`src/rtl/pipe_pkg.sv`:
```
// Shared definitions for the elastic pipeline stage family.
//   DefaultDataW : default data width reused by sibling pipe stages
//   cnt_width()  : width of an occupancy counter able to hold 0..depth
//   ptr_inc()    : circular pointer advance with explicit wrap at depth-1
package pipe_pkg;

  localparam int unsigned DefaultDataW = 32;

  function automatic int unsigned cnt_width(input int unsigned depth);
    return $clog2(depth + 1);
  endfunction

  // Depth need not be a power of two, so the wrap is an explicit compare.
  function automatic int unsigned ptr_inc(input int unsigned ptr, input int unsigned depth);
    return (ptr == depth - 1) ? 0 : ptr + 1;
  endfunction

endpackage

```
`src/rtl/elastic_pipe_mem.sv`:
```
// Storage array for elastic_pipe: DEPTH x DATA_W registers, one synchronous write port and
// one asynchronous read port. Kept as its own block so a latch or macro array can replace it.
//   clk   : write clock
//   we    : write enable
//   waddr : write address
//   wdata : write data
//   raddr : read address (combinational read)
//   rdata : read data
module elastic_pipe_mem
  import pipe_pkg::*;
#(
  parameter int unsigned DATA_W = DefaultDataW,
  parameter int unsigned DEPTH  = 2,
  localparam int unsigned PTR_W = $clog2(DEPTH)
) (
  input  logic              clk,
  input  logic              we,
  input  logic [PTR_W-1:0]  waddr,
  input  logic [DATA_W-1:0] wdata,
  input  logic [PTR_W-1:0]  raddr,
  output logic [DATA_W-1:0] rdata
);

  // Storage is deliberately not reset; contents are only meaningful when counted valid.
  logic [DATA_W-1:0] mem [DEPTH];

  always_ff @(posedge clk) begin
    if (we) begin
      mem[waddr] <= wdata;
    end
  end

  assign rdata = mem[raddr];

endmodule

```
`src/rtl/elastic_pipe.sv`:
```
// Elastic pipeline stage on the v/d/e handshake, holding up to DEPTH words in a circular buffer.
// Every output is decoded from flops, so there is no combinational path e_down -> e_up or
// v_up/d_up -> v_down/d_down. Adds an occupancy output and a synchronous flush.
//   clk, rst_n     : clock, asynchronous active-low reset
//   v_up, d_up     : upstream valid/data; e_up : space available to upstream
//   v_down, d_down : downstream valid/head data; e_down : downstream enable
//   flush          : synchronous clear of all entries (wins over push/pop)
//   count          : current occupancy 0..DEPTH
module elastic_pipe
  import pipe_pkg::*;
#(
  parameter int unsigned DATA_W = DefaultDataW,
  parameter int unsigned DEPTH  = 2,
  localparam int unsigned CNT_W = cnt_width(DEPTH),
  localparam int unsigned PTR_W = $clog2(DEPTH)
) (
  input  logic              clk,
  input  logic              rst_n,
  input  logic              v_up,
  input  logic [DATA_W-1:0] d_up,
  output logic              e_up,
  output logic              v_down,
  output logic [DATA_W-1:0] d_down,
  input  logic              e_down,
  input  logic              flush,
  output logic [CNT_W-1:0]  count
);

  logic [PTR_W-1:0] wr_ptr_q, wr_ptr_d;
  logic [PTR_W-1:0] rd_ptr_q, rd_ptr_d;
  logic [CNT_W-1:0] count_q, count_d;
  logic             push, pop;

  assign e_up   = (count_q != CNT_W'(DEPTH));
  assign v_down = (count_q != '0);
  assign count  = count_q;

  // A flush cycle discards the offered word and suppresses any pop.
  assign push = v_up & e_up & ~flush;
  assign pop  = v_down & e_down & ~flush;

  always_comb begin
    wr_ptr_d = wr_ptr_q;
    rd_ptr_d = rd_ptr_q;
    count_d  = count_q;
    if (flush) begin
      wr_ptr_d = '0;
      rd_ptr_d = '0;
      count_d  = '0;
    end else begin
      if (push) begin
        wr_ptr_d = PTR_W'(ptr_inc(32'(wr_ptr_q), DEPTH));
      end
      if (pop) begin
        rd_ptr_d = PTR_W'(ptr_inc(32'(rd_ptr_q), DEPTH));
      end
      unique case ({push, pop})
        2'b10:   count_d = count_q + CNT_W'(1);
        2'b01:   count_d = count_q - CNT_W'(1);
        default: count_d = count_q;
      endcase
    end
  end

  always_ff @(posedge clk or negedge rst_n) begin
    if (!rst_n) begin
      wr_ptr_q <= '0;
      rd_ptr_q <= '0;
      count_q  <= '0;
    end else begin
      wr_ptr_q <= wr_ptr_d;
      rd_ptr_q <= rd_ptr_d;
      count_q  <= count_d;
    end
  end

  elastic_pipe_mem #(
    .DATA_W (DATA_W),
    .DEPTH  (DEPTH)
  ) u_mem (
    .clk   (clk),
    .we    (push),
    .waddr (wr_ptr_q),
    .wdata (d_up),
    .raddr (rd_ptr_q),
    .rdata (d_down)
  );

endmodule

```
`config.mk`:
```
export PLATFORM = sky130hd
export DESIGN_NAME = elastic_pipe
export DESIGN_NICKNAME = d
export VERILOG_FILES = /design/src/rtl/pipe_pkg.sv /design/src/rtl/elastic_pipe_mem.sv /design/src/rtl/elastic_pipe.sv
export SDC_FILE = /design/constraint.sdc
export NUM_CORES = 1
export LEC_CHECK = 0
export CORE_ASPECT_RATIO = 1.2
export CORE_MARGIN = 3
export CORE_UTILIZATION = 51
export DETAILED_ROUTE_END_ITERATION = 12
export GPL_ROUTABILITY_DRIVEN = 1
export GPL_TIMING_DRIVEN = 1
export PLACE_DENSITY = 0.89
export SLEW_MARGIN = 25
export SYNTH_ARGS = -nofsm -noshare
export SYNTH_HDL_FRONTEND = slang
export SYNTH_HIERARCHICAL = 1
export SYNTH_SLANG_ARGS = --single-unit
```
`constraint.sdc`:
```
create_clock -name clk -period 5.9 [get_ports clk]
set_input_delay 1.18 -clock clk [delete_from_list [all_inputs] [get_ports clk]]
set_output_delay 1.18 -clock clk [all_outputs]
set_load 0.03 [all_outputs]
```
---- After elaboration in Yosys (flattened, before gate mapping) ----
Memories as Yosys holds them, arrays and structs flattened.
Index checks and enable logic that the tools add are counted.
storage, ports and cells
  RAM bits ................................ 64
  logic and storage cells ................. 30
  memories ................................ 1
  register bits ........................... 4
  bits of input ports ..................... 37
  output and inout port bits .............. 36
memories
  memory     depth  bits a word  rd ports  clocked after Yosys merged registers in  wr ports  line                    text
  u_mem.mem  2      32           1         0                                        1         elastic_pipe_mem.sv:25  logic [DATA_W-1:0] mem [DEPTH];
operators by class
  reductions and logical operators ........ 4
  bitwise logic cells ..................... 5
  muxes and demuxes ....................... 10
  add/subtract/negate cells ............... 4
  eq/ne operators ......................... 3
operators by type and width
  kind                 count
  $mux 1               8
  $reduce_bool 2->1    3
  $and 1x1->1          4
  $pmux 2 s2           1
  $reduce_bool 3->1    1
  $add 1x1->1 const B  2
  $add 2x1->2 const B  1
  $eq 2x1->1 const B   1
  $eq 2x2->1 const B   1
  $mux 2               1
  $ne 2x2->1 const B   1
  $sub 2x1->2 const B  1
  $not 1->1            1

---- Longest topological paths before layout ----
  depth after elaboration ................. 6
  gate-level depth with buffers ........... 3
  mapped depth without buffers ............ 3

---- Modules after synthesis ----
Netlist, hierarchy kept.
modules (own cells, without submodules)
  module            cells an instance  area each (um^2)  times used
  elastic_pipe_mem  102                2478.6            1
  elastic_pipe      24                 217.7             1

---- Least setup slack after synthesis ----
No wires, ideal clock.
  path kind ............................... input to register
  start point ............................. in v_up
  end point ............................... mem u_mem/mem[0][0] (netlist bit) (enable)
  path buffers ............................ 0
  setup slack ............................. 2.608 ns
  cell stages on the path ................. 3
  setup time .............................. 0.425 ns
  arrival ................................. 2.867 ns
  path through ............................ inv_2 nor3_1 nor2b_1
on the way
  cells in the longest elaborated chain, start to end .. 4
RTL lines
  item                          line                    text
  start: declaration            elastic_pipe.sv:19      input logic v_up,
  $and 1x1->1 (2 in series)     elastic_pipe.sv:39      assign push = v_up & e_up & ~flush;
  net push                      elastic_pipe.sv:32      logic push, pop;
  $mux 1                        elastic_pipe_mem.sv:28  if (we) begin
  $mux 1 (not written as such)  elastic_pipe_mem.sv:29  mem[waddr] <= wdata;
  end: declaration              elastic_pipe_mem.sv:25
The timed path passes the listed nets, and every way through them passes these cells.

---- Worst setup path after layout ----
  start point ............................. reg rd_ptr_q
  end point ............................... out d_down[30]
on the way
  cells in the longest elaborated chain, start to end .. 1
RTL lines
  item                      line                text
  start: declaration        elastic_pipe.sv:30  logic [PTR_W-1:0] rd_ptr_q, rd_ptr_d;
  start signal: assignment  elastic_pipe.sv:72  rd_ptr_q <= rd_ptr_d;
  $mem_v2 2x32              -
  end: declaration          elastic_pipe.sv:23  output logic [DATA_W-1:0] d_down,
No other way between the ends.

==> metrics.md <==
| Metric | Value |
|---|---|
| Hold Violations, Final | 0 |
| Crit Path Category | reg -> out |
| DR vias | 1393 |
| H-tree lvl count | 3 |
| Hold depth | 2 |
| DRT Wirelength | 4810 microns |
| Syn_nets | 163 |
| Crit start category | flip-flop |
| Async SR Flop Fraction | 5.88% |
| Layout cells sized above 1 | 24.6% |
| Max cap viols | 0 |
| Crit-path max FO | 33 |
| Top Ports | 73 |
| LEAKAGE | 1.30 nW |
| Post-Syn Area | 2700 sq um |
| Placer Congestion | 0.719 |
| FP Rows | 28 |
| Top_reg_cell synth | edfxtp_1 |
| Skew-Pair Late Insertion Delay | 0.32 ns |
| PwrDens | 306 nW/um^2 |
| First-pass GRT wire length | 7300 microns |
| Hold-fix buffers, CTS | 0 |
| F_max | roughly 280 MHz |
| Worst slew pin tran | 1.01 ns |
| Slew Limit Fails | 0 |
| HPWL Detailed | 3360 microns |
| N_diodes | 0 |
| DR WL/cell | 17.8 microns |
| Post-synth top cells | 64 x edfxtp_1, 30 x mux2_4, 4 x dfrtp_1 |
| Syn_area_per_cell | 21.4 sq um |
| Slowest stage cell, crit path | dfrtp_2 |
| Die Width | 72.4 microns |
| Peak VDD IR | 0.000224 V |
| CTS tree | done |
| Critical path arrival | 2.41 ns |
| Post-Layout Cell Count | ~270 |
| Root Buffer | clkbuf_8 |
| Clock buffer depth | 2 |
| Final setup fails | 0 |
| Reg2Reg Depth | 3 |
| IO Port Bufs | just over 70 |
| Initial Util | roughly 54% |
| Clock sinks | 68 |
| Post-DP Area | 3440 sq um |
| Core Region | 5010 sq um |
| Pin count of the biggest net entering global routing | 34 |
| Initial antenna violation count | 0 |
| DR iter-0 viols | 89 |
| Pre-CTS WS | 2.65 ns |
| Top cells by area, synth | edfxtp_1 71%, mux2_4 17%, dfrtp_1 3.7%, buf_12 2.2%, mux2_2 0.84% |
| # Post-CTS Setup Buffers | 0 |
| Fin Clk Skew | 0.00934 ns |
| Most common cell in the netlist | edfxtp_1 |
| Syn Inst Count | around 130 |
| Yosys top cell area share | 71.3% |
| Hold/Removal Path Class | reg -> reg |
| Pre-antenna DRT Iters | 4 |
| CTS Buf Count | 9 |
| CP max stage delay | around 1.0 ns |
| Ys Warns | 6 |
| Post-synthesis sequential area ratio | 75.0% |
| Die footprint | just over 6000 sq um |
| Setup crit end kind | primary output |
| TNS Setup | 0 ns |
| Area Growth Syn to Fin | 35.1% |
| # DRC | 0 |
| Clock slew seen by the registers of the worst setup and hold paths | 0.07 ns |
| CTS resizes | 0 |
| Antenna Nets Post-Route | 0 |
| Cells after DPL | 255 |
| Flops & latches, synth | 68 |
| Post-synth EDFFs | 64 |
| Number of library cell types mapped by synthesis | 24 |
| Worst relative slew slack | 32.5% |
| Die H | about 86 microns |
| Fin area | about 3600 sq um |
| Via-to-Cell Ratio | between 5 and 6 |
| Setup ws final | 2.31 ns |
| Filler Cells Inserted | 292 |
| Tmin final | 3.59 ns |
| Period utilization | 60.8% |
| CP Cell Sequence | mux2_2 > clkdlybuf4s50_1 |
| Required time at the worst-slack endpoint | between 4 and 5 ns |
| Vias in the first global route | 1488 |
| Unrepaired setup endpoints after global routing | false |
| Final nets | approximately 240 |
| Grt ovf | 0 |
| Area leader, netlist | edfxtp_1 |
| Status | finished, final reports clean |
| Total Routing Usage GR | 16.1% |
-- cell families (layout without fill, tap and decap cells) --
kind of cell,count (synthesis),after routing,share of synthesized area (%)
AOI/OAI and AO/OA,7,7,1.48
xor gates and xnor gates,1,1,0.325
buffers and inverters,6,91,2.92
DFF,68,68,75.0
muxes,32,32,17.5
and+or+nand+nor,12,12,2.74
-- path summary, 6_finish.rpt --
path	from	to	slack (ns)
min in group asynchronous	rst_n	count[0]	1.06
setup reg to reg	count[1]	u_mem/mem[0][14]	3.87
hold reg to reg	wr_ptr_q	wr_ptr_q	0.65
hold / removal	wr_ptr_q	wr_ptr_q	0.65
max in group asynchronous	rst_n	rd_ptr_q	4.64
setup / recovery	rd_ptr_q	d_down[30]	2.31
-- report_power, final --
part	leakage [nW]	total (mW)	switching [mW]	internal (mW)
clock	0.105	0.388	0.156	0.232
combinational	0.554	0.163	0.0740	0.0889
sequential	0.639	0.565	0.0170	0.548
-- metrics by stage --
| step | power [mW] | utilization (%) | hold WS, ns |
|---|---|---|---|
| finish | 1.12 | 72.7 | 0.649 |
| global route | 1.16 | 72.7 | 0.681 |
| floorplan | 0.670 | - | 0.527 |
| global placement | 0.733 | 68.6 | 0.592 |
| CTS | 1.12 | 72.7 | 0.648 |
| detailed placement | 0.739 | 68.6 | 0.639 |
-- layer usage --
metal / GRT usage, % / share of wire [%]
met1: 16.7 / 35
met2: 29.2 / 57
met3: 3.40 / 5.4
met4: 9.73 / 2.8
met5: 0 / 0
-- final cells by class --
type                            count  area [sq um]  share of cell area (%)
Sequential cell                    68          2020                    55.5
Timing Repair Buffer               73           728                    20.0
Multi-Input combinational cell     52           603                    16.6
Clock buffer                        9           124                    3.40
Clock inverter                      7          81.3                    2.23
Tap cell                           60          75.1                    2.06
Inverter                            2          7.51                   0.206
-- critical path: cells and delay by family, from the launching register on --
kind,cells,cell delay (ns)
flops,1,1.04
mux,1,0.44
buf+inv,1,0.60
-- layout by cell type, fill, tap and decap left out --
cell type	Yosys	layout
mux2_2	2	2
bufinv_16	0	2
clkinv_1	0	3
nor3_1	1	1
o21ai_0	3	3
and2_1	1	1
xor2_1	1	1
buf_4	0	1
edfxtp_1	64	64
nand2_1	1	1
inv_2	1	1
dfrtp_2	0	1
nor2_1	2	2
a31oi_1	1	1
nand3_1	1	1
a2bb2oi_1	1	1
mux2_4	30	30
nand3b_1	1	1
dfrtp_1	4	3
nor2b_2	1	1
clkdlybuf4s50_1	0	72
clkinv_2	0	2
a21oi_1	2	2
nor2b_4	0	1
inv_1	1	1
or4b_1	1	1
clkbuf_8	0	9
or3_2	1	1
or2_2	1	1
-- state kept, by name, indices dropped and copies added, names as in the netlist --
signal,count
u_mem/mem,64
count,2
rd_ptr_q,1
wr_ptr_q,1
No activity file was read; power rests on OpenSTA's default activity.
